<file path="src/rtl/jetpack_pkg.sv">
// Shared geometry, colours and pixel payload type for the jetpack player/renderer.
package jetpack_pkg;

  localparam int unsigned CW       = 11;
  localparam int unsigned BARRY_X0 = 20;
  localparam int unsigned BARRY_W  = 30;
  localparam int unsigned BARRY_H  = 60;
  localparam int unsigned SCREEN_W = 640;
  localparam int unsigned SCREEN_H = 480;
  localparam int unsigned OBS_W    = 20;
  localparam int unsigned Y0_RESET = 210;
  localparam int unsigned Y0_MAX   = SCREEN_H - BARRY_H;

  localparam int unsigned FLAME_X0 = 28;
  localparam int unsigned FLAME_X1 = 41;
  localparam int unsigned FLAME_H  = 12;

  localparam logic [CW-1:0] LANE_TOP [4] = '{11'd40, 11'd140, 11'd240, 11'd340};
  localparam logic [CW-1:0] OBS_LEN  [4] = '{11'd0, 11'd60, 11'd120, 11'd180};

  typedef struct packed {
    logic [7:0] r;
    logic [7:0] g;
    logic [7:0] b;
  } rgb_t;

  localparam rgb_t COL_BARRY   = '{8'hFF, 8'h80, 8'h00};
  localparam rgb_t COL_OBS     = '{8'hFF, 8'hFF, 8'h00};
  localparam rgb_t COL_BG      = '{8'h00, 8'h00, 8'h40};
  localparam rgb_t COL_BG_OVER = '{8'h80, 8'h00, 8'h00};
  localparam rgb_t COL_FLAME   = '{8'hFF, 8'h20, 8'h00};

  // Inclusive range test on zero-extended coordinates.
  function automatic logic in_span(input logic [CW-1:0] v,
                                   input logic [CW-1:0] lo,
                                   input logic [CW-1:0] hi);
    return (v >= lo) && (v <= hi);
  endfunction

endpackage

</file>
<file path="src/rtl/jetpack_player_render_tick_gen.sv">
// Physics tick: free-running divider with a registered rising-edge detect on bit TICK_BIT.
module jetpack_player_render_tick_gen #(
  parameter int unsigned TICK_BIT = 20
) (
  input  logic i_clk,
  input  logic i_rst,
  output logic o_tick
);

  // Bits above TICK_BIT are never observed; 2^32 is a multiple of the tick
  // period, so stopping the counter here keeps the 32-bit wrap behaviour.
  localparam int unsigned DIV_W = TICK_BIT + 1;

  logic [DIV_W-1:0] r_div;
  logic             r_bit_q;
  logic             r_tick;

  always_ff @(posedge i_clk or posedge i_rst) begin
    if (i_rst) begin
      r_div   <= '0;
      r_bit_q <= 1'b0;
      r_tick  <= 1'b0;
    end else begin
      r_div   <= r_div + DIV_W'(1);
      r_bit_q <= r_div[TICK_BIT];
      r_tick  <= r_div[TICK_BIT] & ~r_bit_q;
    end
  end

  assign o_tick = r_tick;

endmodule

</file>
<file path="src/rtl/jetpack_player_render.sv">
// Barry motion, obstacle collision and per-pixel colour mux.
// Optional exhaust flame under `define FLAME_EN.
module jetpack_player_render
  import jetpack_pkg::*;
#(
  parameter int unsigned TICK_BIT = 20,
  parameter int unsigned RISE     = 2,
  parameter int unsigned FALL     = 2
) (
  input  logic       clk,
  input  logic       reset,
  input  logic       on,
  input  logic [9:0] x,
  input  logic [8:0] y,
  input  logic [9:0] obs1_x,
  input  logic [1:0] obs1_pos,
  input  logic [1:0] obs1_type,
  input  logic [9:0] obs2_x,
  input  logic [1:0] obs2_pos,
  input  logic [1:0] obs2_type,
  output logic [8:0] barry_y0,
  output logic [7:0] r,
  output logic [7:0] g,
  output logic [7:0] b,
  output logic       game_over
);

  logic          w_tick;
  logic [8:0]    r_y0;
  logic [8:0]    w_y0_nxt;
  logic          r_go;
  rgb_t          r_rgb;
  rgb_t          w_rgb_nxt;

  logic [CW-1:0] w_y0_top, w_y0_bot, w_px, w_py;
  logic [9:0]    w_ox   [2];
  logic [1:0]    w_opos [2];
  logic [1:0]    w_otyp [2];
  logic [CW-1:0] w_ol [2], w_or [2], w_ot [2], w_ob [2];
  logic          w_hit, w_on_obs, w_on_barry;

  jetpack_player_render_tick_gen #(.TICK_BIT(TICK_BIT)) u_tick_gen (
    .i_clk  (clk),
    .i_rst  (reset),
    .o_tick (w_tick)
  );

  assign w_ox[0]   = obs1_x;
  assign w_ox[1]   = obs2_x;
  assign w_opos[0] = obs1_pos;
  assign w_opos[1] = obs2_pos;
  assign w_otyp[0] = obs1_type;
  assign w_otyp[1] = obs2_type;

  assign w_y0_top = CW'(r_y0);
  assign w_y0_bot = w_y0_top + CW'(BARRY_H - 1);
  assign w_px     = CW'(x);
  assign w_py     = CW'(y);

  // Obstacle rectangles, bottom clipped to the last visible row.
  always_comb begin
    for (int i = 0; i < 2; i++) begin
      w_ol[i] = CW'(w_ox[i]);
      w_or[i] = w_ol[i] + CW'(OBS_W - 1);
      w_ot[i] = LANE_TOP[w_opos[i]];
      w_ob[i] = w_ot[i] + OBS_LEN[w_otyp[i]] - CW'(1);
      if (w_ob[i] > CW'(SCREEN_H - 1)) w_ob[i] = CW'(SCREEN_H - 1);
    end
  end

  always_comb begin
    w_hit    = 1'b0;
    w_on_obs = 1'b0;
    for (int i = 0; i < 2; i++) begin
      if (w_otyp[i] != 2'd0) begin
        if ((w_ol[i] <= CW'(BARRY_X0 + BARRY_W - 1)) && (w_or[i] >= CW'(BARRY_X0)) &&
            (w_ot[i] <= w_y0_bot) && (w_ob[i] >= w_y0_top))
          w_hit = 1'b1;
        if (in_span(w_px, w_ol[i], w_or[i]) && (w_px < CW'(SCREEN_W)) &&
            in_span(w_py, w_ot[i], w_ob[i]))
          w_on_obs = 1'b1;
      end
    end
  end

  assign w_on_barry = in_span(w_px, CW'(BARRY_X0), CW'(BARRY_X0 + BARRY_W - 1)) &&
                      in_span(w_py, w_y0_top, w_y0_bot);

`ifdef FLAME_EN
  logic [CW-1:0] w_fl_top, w_fl_bot;
  logic          w_on_flame;

  assign w_fl_top   = w_y0_top + CW'(BARRY_H);
  assign w_fl_bot   = (w_fl_top + CW'(FLAME_H - 1) > CW'(SCREEN_H - 1)) ?
                      CW'(SCREEN_H - 1) : w_fl_top + CW'(FLAME_H - 1);
  assign w_on_flame = on && !r_go &&
                      in_span(w_px, CW'(FLAME_X0), CW'(FLAME_X1)) &&
                      in_span(w_py, w_fl_top, w_fl_bot);
`endif

  // Lowest priority first; later assignments override.
  always_comb begin
    w_rgb_nxt = r_go ? COL_BG_OVER : COL_BG;
    if (w_on_obs) w_rgb_nxt = COL_OBS;
`ifdef FLAME_EN
    if (w_on_flame) w_rgb_nxt = COL_FLAME;
`endif
    if (w_on_barry) w_rgb_nxt = COL_BARRY;
  end

  // A collision in the same cycle as a tick suppresses the move.
  always_comb begin
    w_y0_nxt = r_y0;
    if (w_tick && !r_go && !w_hit) begin
      if (on)
        w_y0_nxt = (w_y0_top < CW'(RISE)) ? 9'd0 : 9'(w_y0_top - CW'(RISE));
      else
        w_y0_nxt = (w_y0_top + CW'(FALL) > CW'(Y0_MAX)) ? 9'(Y0_MAX)
                                                         : 9'(w_y0_top + CW'(FALL));
    end
  end

  always_ff @(posedge clk or posedge reset) begin
    if (reset) begin
      r_y0  <= 9'(Y0_RESET);
      r_go  <= 1'b0;
      r_rgb <= '0;
    end else begin
      r_y0  <= w_y0_nxt;
      r_go  <= r_go | w_hit;
      r_rgb <= w_rgb_nxt;
    end
  end

  assign barry_y0  = r_y0;
  assign game_over = r_go;
  assign r         = r_rgb.r;
  assign g         = r_rgb.g;
  assign b         = r_rgb.b;

endmodule

</file>
<file path="config.mk">
export PLATFORM = sky130hd
export DESIGN_NAME = jetpack_player_render
export DESIGN_NICKNAME = d
export VERILOG_FILES = /design/src/rtl/jetpack_pkg.sv /design/src/rtl/jetpack_player_render_tick_gen.sv /design/src/rtl/jetpack_player_render.sv
export SDC_FILE = /design/constraint.sdc
export NUM_CORES = 1
export LEC_CHECK = 0
export CAP_MARGIN = 20
export CORE_ASPECT_RATIO = 0.6
export CORE_UTILIZATION = 30
export DETAILED_ROUTE_END_ITERATION = 6
export GPL_ROUTABILITY_DRIVEN = 0
export PLACE_DENSITY_LB_ADDON = 0.3
export SETUP_SLACK_MARGIN = 0.4
export SLEW_MARGIN = 20
export SYNTH_ARGS = -nofsm -noshare
export SYNTH_HDL_FRONTEND = slang
export SYNTH_SLANG_ARGS = --single-unit
</file>
<file path="constraint.sdc">
create_clock -name clk -period 8.3 [get_ports clk]
set_input_delay 1.66 -clock clk [delete_from_list [all_inputs] [get_ports clk]]
set_output_delay 1.66 -clock clk [all_outputs]
set_load 0.005 [all_outputs]
</file>
; After elaboration in Yosys (flattened, before gate mapping)
; Cells that the tools add are included.
[op_classes]
n_addsub = 10
order_cmp = 29
n_mux = 28
n_bitwise = 7
reduce_logical = 23
[ops]
columns = operator, count
row1 = $mux 11, 10
row2 = $bmux 11 s2, 4
row3 = $mux 24, 3
row4 = $gt 11x9->1 const B, 3
row5 = $le 10x6->1 const B, 3
row6 = $mux 9, 3
row7 = $add 10x5->11 const B, 2
row8 = $add 11x11->11, 2
row9 = $ge 11x5->1 const B, 2
row10 = $ge 11x9->1, 2
row11 = $ge 9x11->1, 2
row12 = $le 10x11->1, 2
row13 = $le 11x10->1, 2
row14 = $le 9x11->1, 2
row15 = $sub 11x1->11 const B, 2
row16 = $add 21x1->21 const B, 1
row17 = $ge 10x10->1, 2
row18 = $logic_and 1x1->1, 19
row19 = $ge 3x3->1 const B, 4
row20 = $not 2->3, 4
row21 = $add 9x2->10 const B, 1
row22 = $add 9x6->10 const B, 1
row23 = $ge 10x5->1 const B, 1
row24 = $le 9x10->1, 1
row25 = 10 further kinds, 19
[totals]
regBits = 57
out_inout_bits = 34

; Longest topological paths before layout
[depth]
ltp_word = 17
ltp_mapped = 24

; Modules after synthesis
; From an unflattened synthesis, not the netlist that was laid out.
[unflattened]
hier_cells = 767
hier_area_um2 = 6483.7
[by_module_without_submodules]
columns = module, instances, cells_per_inst, area_per_inst_um2, seq_area_each_um2
row1 = jetpack_player_render, 1, 687, 5501.5, 330.3
row2 = jetpack_player_render_tick_gen, 1, 80, 982.2, 575.6

; Least setup slack after synthesis
; OpenSTA, ideal clock, no wires.
[synth_path]
path_kind = input to register
startpoint = input obs1_pos[1]
endpoint = register r_y0[3], in the netlist barry_y0[3]
arrival_time_ns = 5.729
required_ns = 8.174
setup_slack_ns = 2.444
stages = 22
path_cell_list = inv_1 fa_1 inv_1 ha_1 fa_1 a21oi_1 nor2_1 nor2_1 xor2_1 nor3_1 a221o_1 clkbuf_1 or2_2 ha_1 o211ai_1 a21oi_1 o211ai_1 a221oi_2 a221o_1 buf_6 a221oi_2 o21ai_1
[synth_via]
elab_chain_cells = 16
elab_cells_between_ends = 18
cone_classes = 2 x add/sub / 3 x order compare / 8 x mux / 1 x bitwise / 4 x reduce/logical
[synth_lines]
columns = element, line
row1 = start: declaration, jetpack_player_render.sv:16  ; input logic [1:0] obs1_pos,
row2 = $not 2->3 (implied by the code) (*), jetpack_player_render.sv:65  ; w_ot[i] = LANE_TOP[w_opos[i]];
row3 = $bmux 11 s2 (*), jetpack_player_render.sv:65
row4 = $mux 11 (implied by the code) (*) (2 in a row), jetpack_player_render.sv:65
row5 = $add 11x11->11, jetpack_player_render.sv:66  ; w_ob[i] = w_ot[i] + OBS_LEN[w_otyp[i]] - CW'(1);
row6 = $sub 11x1->11, jetpack_player_render.sv:66
row7 = $gt 11x9->1, jetpack_player_render.sv:67  ; if (w_ob[i] > CW'(SCREEN_H - 1)) w_ob[i] = CW'(SCREEN_H - 1);
row8 = $mux 11, jetpack_player_render.sv:67
row9 = $ge 11x9->1, jetpack_player_render.sv:77  ; (w_ot[i] <= w_y0_bot) && (w_ob[i] >= w_y0_top))
row10 = $logic_and 1x1->1 (*), jetpack_player_render.sv:77
row11 = $mux 1 (*), jetpack_player_render.sv:76  ; if ((w_ol[i] <= CW'(BARRY_X0 + BARRY_W - 1)) && (w_or[i] >= CW'(BARRY_X0)) &&
row12 = $mux 1 (*), jetpack_player_render.sv:75  ; if (w_otyp[i] != 2'd0) begin
row13 = $mux 1, jetpack_player_render.sv:76
row14 = $mux 1 (*), jetpack_player_render.sv:75
row15 = $logic_not 1->1 (*), jetpack_player_render.sv:114  ; if (w_tick && !r_go && !w_hit) begin
row16 = $logic_and 1x1->1 (*), jetpack_player_render.sv:114
row17 = end signal: assignment, jetpack_player_render.sv:125  ; r_y0 <= 9'(Y0_RESET);
row18 = end signal: assignment, jetpack_player_render.sv:129  ; r_y0 <= w_y0_nxt;
row19 = end: declaration, jetpack_player_render.sv:29  ; logic [8:0] r_y0;
; Every way passes the cells marked *; elsewhere a longest branch is shown, timed or not. The select of a mux whose other input is x is not followed.
; A chain may end at the register's enable or synchronous reset.

; Final worst setup path
[layout_path]
startpoint = input obs1_pos[1]
endpoint = register r_y0[4], in the netlist barry_y0[4]
; Same word-level chain as after synthesis.

==> results.json <==
{
  "io-pin-count": 84,
  "synth_seq_cells": 36,
  "cts.root.buffer_cell": "clkbuf_16",
  "top_fanout_value_on_the_critical_path": 12,
  "worst-path-buf-inv": 3,
  "power_per_cell_area_nw_per_um2": 107,
  "placement.setup.worst_slack_ns": 0.947,
  "cpLargestDelayFamily": "compound AO/OA/AOI/OAI gates",
  "post_cts_hold_fix_bufs": 0,
  "max_slew.worst_pin.slew_ns": 0.850,
  "placedCellCount": 1077,
  "worst_setup_path_end_kind": "register",
  "clk_pin_slew_worst_paths_ns": 0.05,
  "detailroute.via_count": 5468,
  "chipWidth_um": 189,
  "synth_area_um2": 6260,
  "final-hold-violation-count": 0,
  "floorplan.die_area_um2": 21500,
  "report.final.setup_viol": 0,
  "tritoncts": "yes",
  "synth_sequential_area_ratio": 0.145,
  "leakage_power_nw": 3.44,
  "required_ns": 8.51,
  "antenna-diode-count": 0,
  "worst_path_largest_cell_delay_ns": 0.71,
  "postRouteWirelength_um": 17200,
  "post_cts_resize_count": 0,
  "worst_slack_on_hold_paths_ns": 0.399,
  "crit-reg2reg-launch": "barry_y0[5]$_DFFE_PP0P_",
  "detailroute.wirelength.met3_um": 924,
  "outcome": "finished, final reports clean",
  "detail-route-antenna-nets": 0,
  "final_core_utilization": 0.361,
  "min_path_type": "register to register",
  "fin_worst_skew_ns": 0.00404,
  "synth_cell_types": 69,
  "timing.critical_path.from_type": "input pin",
  "cp_cell_sequence": "clkdlybuf4s50_1, inv_1, fa_1, inv_1, ha_1, fa_1, a21oi_1, nor2_1, nor2_1, xor2_1, nor3_1, a221o_1, or2_2, ha_1, o211ai_1, a21oi_1, o211ai_1, a221oi_2, a221o_1, nor3_1, a21o_1",
  "first_iter_violations": 380,
  "grt_first_pass_wirelength_um": 28000,
  "top_layer_used": "met4",
  "dieHeight_um": 114,
  "cpMaxStageDelayCell": "clkdlybuf4s50_1",
  "finalNetCount": 1021,
  "fin_cells": 1085,
  "hold_start": "u_tick_gen.r_bit_q$_DFF_PP0_",
  "slew-limit-headroom": 0.428,
  "largest_net_degree_at_the_start_of_global_routing": 37,
  "initial_core_util": 0.310,
  "final.period_utilization": 0.857,
  "dp.final_hpwl_um": 14400,
  "overflow_left_after_global_routing": 0,
  "cts_max_level": 2,
  "synth.top_cell.area_share": 0.312,
  "post_synth_inst_count": 753,
  "post_dp_cell_area_um2": 7160,
  "place.port_buffers": 75,
  "multi_input_area_um2": 4820,
  "netlist.top_cell.by_area": "ha_1",
  "timing.max_cap.violations": 0,
  "design.core.area_um2": 20200,
  "dr.pass1.iters": 5,
  "grt_use_total": 0.163,
  "stdcell_area_um2": 7300,
  "worst-endpoint-arrival_ns": 7.32,
  "vias_per_cell": 5.04,
  "period_minus_slack_ns": 7.12,
  "tritoncts.num_buffers": 5,
  "totalNegativeSetupSlack_ns": 0,
  "rows": 40,
  "netlist_top_cells_area": "ha_1, dfrtp_1, xnor2_1",
  "clock_sinks": 36,
  "vias_in_the_first_global_route": 5026,
  "worst_vdd_rail_ir_drop_mv": 0.0687,
  "initial_antenna_violation_count": 0,
  "wl_met1_um": 10200,
  "detail_route.wl_per_cell_um": 15.9,
  "post_synthesis_to_final_layout_area_growth_pct": 16.6,
  "postSynthAreaPerCell_um2": 8.32,
  "drive_above_1_share": 0.0333,
  "yosys_most_used_dff": "dfrtp_1",
  "detailroute.wirelength.met2_um": 6050,
  "achievable-frequency_ghz": 0.141,
  "report.final.slew_viol_count": 0,
  "ys_warn_count": 0,
  "post-route-worst-setup-slack_ns": 1.18,
  "clock_insertion_delay_worst_skew_ns": 0.28,
  "cts_max_path_buffers": 2,
  "critPathKind": "input pin to register",
  "detail_route.drc_violations": 0,
  "async_reset_ff_frac": 1.00,
  "synth_edf_count": 0,
  "worstSetupStartpoint": "obs1_pos[1]",
  "grt_setup_unrepaired": "no",
  "register_area_um2": 906,
  "post-cts-setup-buffers": 0,
  "num-fill-cells": 2098,
  "fin_total_pwr_mw": 0.783
}
==> layout by cell type, fill, tap and decap left out, types with 9 or more instances in the layout <==
master             n
ha_1             156
nand4_1           13
o211ai_1          10
dfrtp_1           32
clkdlybuf4s50_1   75
nor3_1            12
nand2b_1           9
o21ai_0           33
a21o_1            14
nor2_1            42
and3_1             9
nand3_1           29
xor2_1            11
a21oi_1           38
inv_1             89
nand2_1           43
a211oi_1          12
xnor2_1           39
nor2b_1           11
==> synth_stat cells, types with 10 or more instances <==
cell type / count
nor2b_1: 11
a21oi_1: 38
o21ai_0: 33
dfrtp_1: 32
nand4_1: 13
nand2_1: 43
nor2_1: 42
xor2_1: 11
a211oi_1: 12
nand3_1: 29
inv_1: 89
o211ai_1: 10
nor3_1: 12
a21o_1: 14
xnor2_1: 39
ha_1: 156
buf_4: 22
==> sequential cells by signal, summed over array words and instances, names as in the netlist <==
register / count
u_tick_gen.r_div: 21
barry_y0: 8
r: 2
b: 1
g: 1
game_over: 1
u_tick_gen.o_tick: 1
u_tick_gen.r_bit_q: 1
==> layout make-up <==
class                   instances  area share
inverters                      89      0.0458
multi-input cells             603       0.661
clock buffers                   7      0.0182
flip-flops and latches         36       0.124
clock inverters                 1    0.000685
well taps                     273      0.0468
repair buffers                 76       0.104
==> metal layers <==
layer / track usage / vias up
li1: - / 2809
met1: 0.279 / 2499
met2: 0.208 / 151
met3: 0.0228 / 9
met4: 0.0183 / 0
met5: 0 / -
==> worst paths after layout <==
| kind | slack, ns | endpoint | cells past startpoint |
|---|---|---|---|
| max | 1.18 | barry_y0[4]$_DFFE_PP1P_ | 21 |
| min | 0.40 | u_tick_gen.o_tick$_DFF_PP0_ | 1 |
| max reg2reg | 4.36 | barry_y0[4]$_DFFE_PP1P_ | 11 |
| min reg2reg | 0.40 | u_tick_gen.o_tick$_DFF_PP0_ | 1 |
| max in group asynchronous | 6.16 | barry_y0[7]$_DFFE_PP1P_ | 3 |
| min in group asynchronous | 1.79 | u_tick_gen.r_div[0]$_DFF_PP0_ | 3 |
==> power breakdown <==
group	switching [mW]	internal [mW]
clock	0.0669	0.111
combinational	0.230	0.191
sequential	0.00533	0.179
total	0.302	0.481
==> logic make-up (layout without fill, tap and decap cells) <==
group | Yosys count | in the layout | synth area share
buffers and inverters | 121 | 173 | 0.0891
DFF | 36 | 36 | 0.145
and+or+nand+nor | 203 | 203 | 0.165
adders and majority gates | 160 | 160 | 0.324
muxes | 3 | 3 | 0.00480
AOI/OAI and AO/OA | 179 | 179 | 0.201
other | 1 | 8 | 0.000599
xor gates and xnor gates | 50 | 50 | 0.0699
(Power assumes the default switching activity.)
